### src/rtl/dcache_dm.sv
// rtl/dcache_dm.sv - direct-mapped write-back write-allocate data cache with halt flush
module dcache_dm #(
  parameter int          SETS        = 16,
  parameter logic [31:0] HITCNT_ADDR = 32'h00003100
) (
  input  logic        CLK,
  input  logic        nRST,
  input  logic        halt,
  input  logic        dmemREN,
  input  logic        dmemWEN,
  input  logic [31:0] dmemaddr,
  input  logic [31:0] dmemstore,
  output logic        dhit,
  output logic [31:0] dmemload,
  output logic        flushed,
  output logic        dREN,
  output logic        dWEN,
  output logic [31:0] daddr,
  output logic [31:0] dstore,
  input  logic        dwait,
  input  logic [31:0] dload
);

  localparam int IW = $clog2(SETS);
  localparam int TW = 29 - IW;

  localparam logic [3:0] IDLE = 4'd0;
  localparam logic [3:0] WB0  = 4'd1;
  localparam logic [3:0] WB1  = 4'd2;
  localparam logic [3:0] RD0  = 4'd3;
  localparam logic [3:0] RD1  = 4'd4;
  localparam logic [3:0] FCHK = 4'd5;
  localparam logic [3:0] FWB0 = 4'd6;
  localparam logic [3:0] FWB1 = 4'd7;
  localparam logic [3:0] CNT  = 4'd8;
  localparam logic [3:0] DONE = 4'd9;

  logic [3:0]    state;
  logic [SETS-1:0] valid;
  logic [SETS-1:0] dirty;
  logic [TW-1:0] tags  [SETS];
  logic [31:0]   data0 [SETS];
  logic [31:0]   data1 [SETS];
  logic [28:0]   req_blk;
  logic [IW-1:0] fidx;
  logic [31:0]   hit_cnt;

  logic [TW-1:0] cur_tag;
  logic [IW-1:0] cur_idx;
  logic          cur_off;
  logic [TW-1:0] req_tag;
  logic [IW-1:0] req_idx;
  logic          request;
  logic          hit_way;
  logic          unused_addr_bits;

  assign cur_tag          = dmemaddr[31:3+IW];
  assign cur_idx          = dmemaddr[2+IW:3];
  assign cur_off          = dmemaddr[2];
  assign req_tag          = req_blk[28:IW];
  assign req_idx          = req_blk[IW-1:0];
  assign unused_addr_bits = ^dmemaddr[1:0];

  assign request  = dmemREN | dmemWEN;
  assign hit_way  = valid[cur_idx] && (tags[cur_idx] == cur_tag);
  // Halt wins over a same-cycle request so the flush never races a store.
  assign dhit     = (state == IDLE) && !halt && request && hit_way;
  assign dmemload = cur_off ? data1[cur_idx] : data0[cur_idx];
  assign flushed  = (state == DONE);

  always_comb begin
    dREN   = 1'b0;
    dWEN   = 1'b0;
    daddr  = 32'h0;
    dstore = 32'h0;
    case (state)
      WB0: begin
        dWEN   = 1'b1;
        daddr  = {tags[req_idx], req_idx, 1'b0, 2'b00};
        dstore = data0[req_idx];
      end
      WB1: begin
        dWEN   = 1'b1;
        daddr  = {tags[req_idx], req_idx, 1'b1, 2'b00};
        dstore = data1[req_idx];
      end
      RD0: begin
        dREN  = 1'b1;
        daddr = {req_blk, 1'b0, 2'b00};
      end
      RD1: begin
        dREN  = 1'b1;
        daddr = {req_blk, 1'b1, 2'b00};
      end
      FWB0: begin
        dWEN   = 1'b1;
        daddr  = {tags[fidx], fidx, 1'b0, 2'b00};
        dstore = data0[fidx];
      end
      FWB1: begin
        dWEN   = 1'b1;
        daddr  = {tags[fidx], fidx, 1'b1, 2'b00};
        dstore = data1[fidx];
      end
      CNT: begin
        dWEN   = 1'b1;
        daddr  = HITCNT_ADDR;
        dstore = hit_cnt;
      end
      default: ;
    endcase
  end

  always_ff @(posedge CLK or negedge nRST) begin
    if (!nRST) begin
      state   <= IDLE;
      valid   <= '0;
      dirty   <= '0;
      req_blk <= '0;
      fidx    <= '0;
      hit_cnt <= '0;
      for (int i = 0; i < SETS; i++) begin
        tags[i]  <= '0;
        data0[i] <= '0;
        data1[i] <= '0;
      end
    end else begin
      if (dhit) hit_cnt <= hit_cnt + 32'd1;
      case (state)
        IDLE: begin
          if (halt) begin
            fidx  <= '0;
            state <= FCHK;
          end else if (request && !hit_way) begin
            // The refill address is latched so daddr stays stable while dwait holds.
            req_blk <= dmemaddr[31:3];
            state   <= (valid[cur_idx] && dirty[cur_idx]) ? WB0 : RD0;
          end else if (dhit && dmemWEN) begin
            if (cur_off) data1[cur_idx] <= dmemstore;
            else         data0[cur_idx] <= dmemstore;
            dirty[cur_idx] <= 1'b1;
          end
        end
        WB0: if (!dwait) state <= WB1;
        WB1: if (!dwait) state <= RD0;
        RD0: begin
          if (!dwait) begin
            data0[req_idx] <= dload;
            state          <= RD1;
          end
        end
        RD1: begin
          if (!dwait) begin
            data1[req_idx] <= dload;
            valid[req_idx] <= 1'b1;
            dirty[req_idx] <= 1'b0;
            tags[req_idx]  <= req_tag;
            state          <= IDLE;
          end
        end
        FCHK: begin
          if (dirty[fidx])                state <= FWB0;
          else if (fidx == IW'(SETS - 1)) state <= CNT;
          else                            fidx  <= fidx + IW'(1);
        end
        FWB0: if (!dwait) state <= FWB1;
        FWB1: begin
          if (!dwait) begin
            dirty[fidx] <= 1'b0;
            if (fidx == IW'(SETS - 1)) begin
              state <= CNT;
            end else begin
              fidx  <= fidx + IW'(1);
              state <= FCHK;
            end
          end
        end
        CNT:     if (!dwait) state <= DONE;
        DONE:    state <= DONE;
        default: state <= IDLE;
      endcase
    end
  end

endmodule

### config.mk
export PLATFORM = sky130hd
export DESIGN_NAME = dcache_dm
export DESIGN_NICKNAME = d
export VERILOG_FILES = /design/src/rtl/dcache_dm.sv
export SDC_FILE = /design/constraint.sdc
export NUM_CORES = 2
export LEC_CHECK = 0
export ABC_CLOCK_PERIOD_IN_PS = 13250
export CORE_MARGIN = 4
export CORE_UTILIZATION = 34
export DETAILED_ROUTE_END_ITERATION = 16
export GPL_ROUTABILITY_DRIVEN = 0
export SYNTH_ARGS = -nofsm -noshare
export SYNTH_HDL_FRONTEND = slang
export SYNTH_SLANG_ARGS = --single-unit
### constraint.sdc
create_clock -name CLK -period 13.25 [get_ports CLK]
set_input_delay 2.65 -clock CLK [delete_from_list [all_inputs] [get_ports CLK]]
set_output_delay 2.65 -clock CLK [all_outputs]
set_load 0.05 [all_outputs]
Word-level counts from Yosys, hierarchy flattened
Index checks and enable logic that the tools add are counted.
{ "word_totals": {"regBits": 1525, "inputBits": 102, "out_inout_bits": 100, "word_cells": 226} }
{ "op_classes": {"n_addsub": 2, "magnitude_cmp": 11, "n_eq_ne": 27, "muxes": 92, "bitwise": 12, "n_reduce_logical": 28} }
{ "ops": {"columns": ["cell", "count"], "rows": [
  ["$mux W512", 10],
  ["$bwmux W512", 4],
  ["$pmux W512 S2", 2],
  ["$bmux W32 S4", 6],
  ["$mux W32", 15],
  ["$bwmux W400", 1],
  ["$bmux W25 S4", 3],
  ["$demux W32 S4", 2],
  ["$pmux W32 S7", 1],
  ["$mux W25", 7],
  ["$pmux W32 S5", 1],
  ["$demux W25 S4", 1],
  ["$mux W16", 5],
  ["$mux W4", 16],
  ["$pmux W16 S3", 1],
  ["$pmux W4 S10", 1],
  ["$add A32 B1 Y32 const B", 1],
  ["$and A16 B16 Y16", 2],
  ["$not A16 Y16", 2],
  ["$or A16 B16 Y16", 2],
  ["$ne A2 B2 Y1 const B", 13],
  ["$eq A25 B25 Y1", 1],
  ["$reduce_and A6 Y1", 3],
  ["$eq A4 B3 Y1 const B", 4],
  ["30 further kinds", 68]
]} }

Depth between registers and ports, before layout
{ "depth": {"word_depth": 12, "depth_mapped": 16, "ltp_nobuf": 9} }

Worst setup path after synthesis
Ideal clock, no wire load.
{ "synth_path": {"kind": "input-to-output", "from": "input port dmemaddr[3]", "to": "output port dmemload[10]", "arrival_ps": 6049, "required_time_ps": 10600, "setup_slack_ps": 4551, "stages": 10, "n_path_buf": 7, "path_cell_list": "buf_4 > buf_6 > buf_6 > buf_6 > clkbuf_1 > clkbuf_1 > buf_1 > mux4_2 > mux4_2 > mux2_2"} }
{ "synth_between": {"elab_chain_len": 5, "word_cells_on_any_way": 8, "cone_classes": "mux: 7; bitwise: 1"} }
{ "synth_rtl": {"columns": ["item", "line", "source"], "rows": [
  ["start: declaration", "11", "input logic [31:0] dmemaddr,"],
  ["$not A4 Y5 (implied by the code) *", "68", "assign dmemload = cur_off ? data1[cur_idx] : data0[cur_idx];"],
  ["$bmux W32 S4", "68", null],
  ["$mux W32 (implied by the code) (2 in series)", "68", null],
  ["$mux W32 *", "68", null],
  ["end: declaration", "14", "output logic [31:0] dmemload,"]
]} }
Every way passes the cells marked *; elsewhere a longest branch is shown, timed or not. The select of a mux whose other input is x is not followed.

Final worst setup path
{ "layout_path": {"from": "input port dmemaddr[3]", "to": "output port dhit"} }
{ "layout_between": {"elab_chain_len": 7, "word_cells_on_any_way": 9, "cone_classes": "eq/ne: 1; mux: 5; bitwise: 1; reduce/logical: 2"} }
{ "layout_rtl": {"columns": ["item", "line", "source"], "rows": [
  ["$not A4 Y5 (implied by the code)", "65", "assign hit_way = valid[cur_idx] && (tags[cur_idx] == cur_tag);"],
  ["$bmux W25 S4", "65", null],
  ["$mux W25 (implied by the code) (2 in series)", "65", null],
  ["$eq A25 B25 Y1", "65", null],
  ["$logic_and A1 B1 Y1 *", "65", null],
  ["$logic_and A1 B1 Y1 *", "67", "assign dhit = (state == IDLE) && !halt && request && hit_way;"],
  ["end: declaration", "13", "output logic dhit,"]
]} }
Marked as above.

==> reports/metrics.cfg <==
[sta]
period_minus_slack_ns=10.63
clock_skew_ns=0.117
max_slew_margin=0.0623
fin_ws_ns=2.62
finalSetupTns_ns=0
hold_viol=0
rsz0062_at_grt=false
worstMarginPinSlew_ns=1.40
fmax_mhz=94.1
drv_slew=0
whs_ns=0.462
fin_crit_sh=0.802
finalSetupViolations=0

[worst_setup_path]
r2r_cells=9
critPathCaptureType=output port
cp.arrival_ns=7.98
startpoint=dmemaddr[3]
path_max_fanout=73
r2r_setup_slack_ns=7.05
crit_end=dhit
crit_type=input pin to output port
worstReg2RegStart=req_blk[0]$_DFFE_PN0P_
r2r_end=data1[271]$_DFFE_PN0P_
cp-start-kind=input pin
crit_required_ns=10.60

[place]
dpl.cell_count=12200
pre_cts_slack_ns=2.66
portBuffers=197
place.detailed.hpwl_um=239000

[clock_network]
clock_latency_ns=0.90
root_buffer=clkbuf_16
postCtsSetupBuffers=0
cts_buffers=178
cts_sinks=1525
holdBufCountCts=0
htreeDepth=4
clock_path_buffers=4
cts_tree=yes
path_clk_slew_ns=0.06
cts_resized=0

[global_routing]
grt_pass1_vias=84500
grt_usage=0.265
grt_max_degree=255
grt_pass1_wl_um=624000
grt_antenna_before_repair=35
grt-ovfl-total=0

[route]
dr_total_vias=85500
avgViaCountPerCell=6.84
ant_nets=0
drt_iter0_drc=12000
dr.pass1.iters=7
routed_wirelength_um=440000
drc=0
wl_per_cell_um=35.1

[final_layout]
nets=8333
utilization=0.379
layout.cells.non_filler=12500
areaGrowthSynthToFinish_pct=10.8
drive_above_1_share=0.389

[floorplan]
fp.coreArea_mm2=0.310
start_util=0.342
die_area_mm2=0.321
io_pins=202
row_count=204
die_h_um=566
die_w_um=566

[power]
max-vdd-ir-drop_mv=0.188
p_leak_nw=46.1
p_per_area_mw_per_mm2=166

[yosys]
netlist_top_cells_count=1525 x dfrtp_1, 1353 x mux2_2, 1288 x mux4_2
synth_cell_types=67
yosysTopAreaCellShare=0.360
postSynthCellCount=8714
ys_seq_elements=1525
syn_avg_cell_area_um2=12.2
synth-main-ff-cell=dfrtp_1
async_flop_share=1.00
yosys_warnings=0
yosysTopAreaCell=dfrtp_1
synth_most_common_cell=dfrtp_1
syn_area_mm2=0.106
synth-edff-count=0
synthTopCellsByArea=dfrtp_1 36%, mux4_2 27%, mux2_2 14%, o21ai_0 4.5%, nand3_1 4.4%
yosysSeqAreaShare=0.360

[min_path]
min_path_type=flip-flop to flip-flop

[run]
max-cap-violations=0

[status]
status=finished, final reports clean

-- layer usage --
metal	routed length [um]	vias to the layer above	GRT usage
met3	57300	1767	0.0856
li1	-	33000	-
met1	153000	44300	0.328
met5	199	-	0
met4	35900	28	0.181
met2	193000	6369	0.396
-- cell families after synthesis --
| group | after synthesis | synth area share |
|---|---|---|
| fa+ha+maj | 5 | 0.000590 |
| simple gates | 1772 | 0.0772 |
| compound gates | 1472 | 0.0825 |
| mux | 2778 | 0.431 |
| xor+xnor | 66 | 0.00545 |
| flops | 1525 | 0.360 |
| other cells | 1 | 0.0000354 |
| buf+inv | 1095 | 0.0428 |
-- area by class of cell --
| class | instances | area (um2) |
|---|---|---|
| diodes | 28 | 70.1 |
| clock buffers | 251 | 5110 |
| clock inverters | 67 | 1060 |
| fillers | 28900 | 192000 |
| inverters | 17 | 66.3 |
| multi-input cells | 6095 | 64000 |
| flip-flops and latches | 1525 | 38200 |
| well taps | 4120 | 5150 |
| repair buffers | 409 | 3760 |
-- placed cells by master, fill, tap and decap left out, types with 27 or more instances in the layout --
cell             netlist  final
buf_4                 10    200
a21oi_1               65     65
nor2_4                 0     32
clkbuf_1             704     36
a22oi_1              198    198
nand2_1              613    597
xnor2_1               46     46
mux2i_1              118    118
clkbuf_8               3     37
clkinv_2               0     27
o21ai_0              950    949
mux4_2              1288   1288
mux2_2              1353   1353
nor2_1                79     46
nand4_1               27     27
clkdlybuf4s50_1        0    191
diode_2                0     28
o2bb2ai_1            128    128
dfrtp_1             1525   1517
nand3_1              939    938
clkbuf_16              0    179
-- per-stage QoR --
stage / total power (W) / area, um2
finish: 0.0195 / 117000
global route: 0.0201 / 117000
CTS: 0.0193 / 117000
detailed placement: 0.0140 / 111000
global placement: 0.0138 / 111000
floorplan: 0.0113 / 106000
-- power breakdown --
group	internal (W)	switching, W	total [W]
logic	0.00305	0.00453	0.00758
registers	0.00540	0.00112	0.00652
clock network	0.00319	0.00217	0.00536
-- worst max-delay path, cell delays in order --
cell and delay (ns):
buf_8 0.65, buf_4 0.70, mux4_2 0.60, a221oi_1 0.58, o221ai_1 0.28, o22ai_1 0.42
o21ai_1 0.35, nor4_2 0.68, clkdlybuf4s50_1 0.93
-- sequential cells by signal, indices dropped and copies added, names as in the netlist --
name     count
req_blk     29
hit_cnt     32
dirty       16
data0      512
tags       400
state        4
valid       16
data1      512
fidx         4
-- worst min-delay path by stage --
| stage | from | end | cells after the start |
|---|---|---|---|
| after detailed placement | valid[9]$_DFFE_PN0P_ | valid[9]$_DFFE_PN0P_ | 1 |
| after floorplan | valid[10]$_DFFE_PN0P_ | valid[10]$_DFFE_PN0P_ | 1 |
| after CTS | valid[4]$_DFFE_PN0P_ | valid[4]$_DFFE_PN0P_ | 1 |
| after global placement | valid[8]$_DFFE_PN0P_ | valid[8]$_DFFE_PN0P_ | 1 |
| after global routing | valid[2]$_DFFE_PN0P_ | valid[2]$_DFFE_PN0P_ | 1 |
| final | valid[7]$_DFFE_PN0P_ | valid[7]$_DFFE_PN0P_ | 1 |
(Power assumes the default switching activity.)
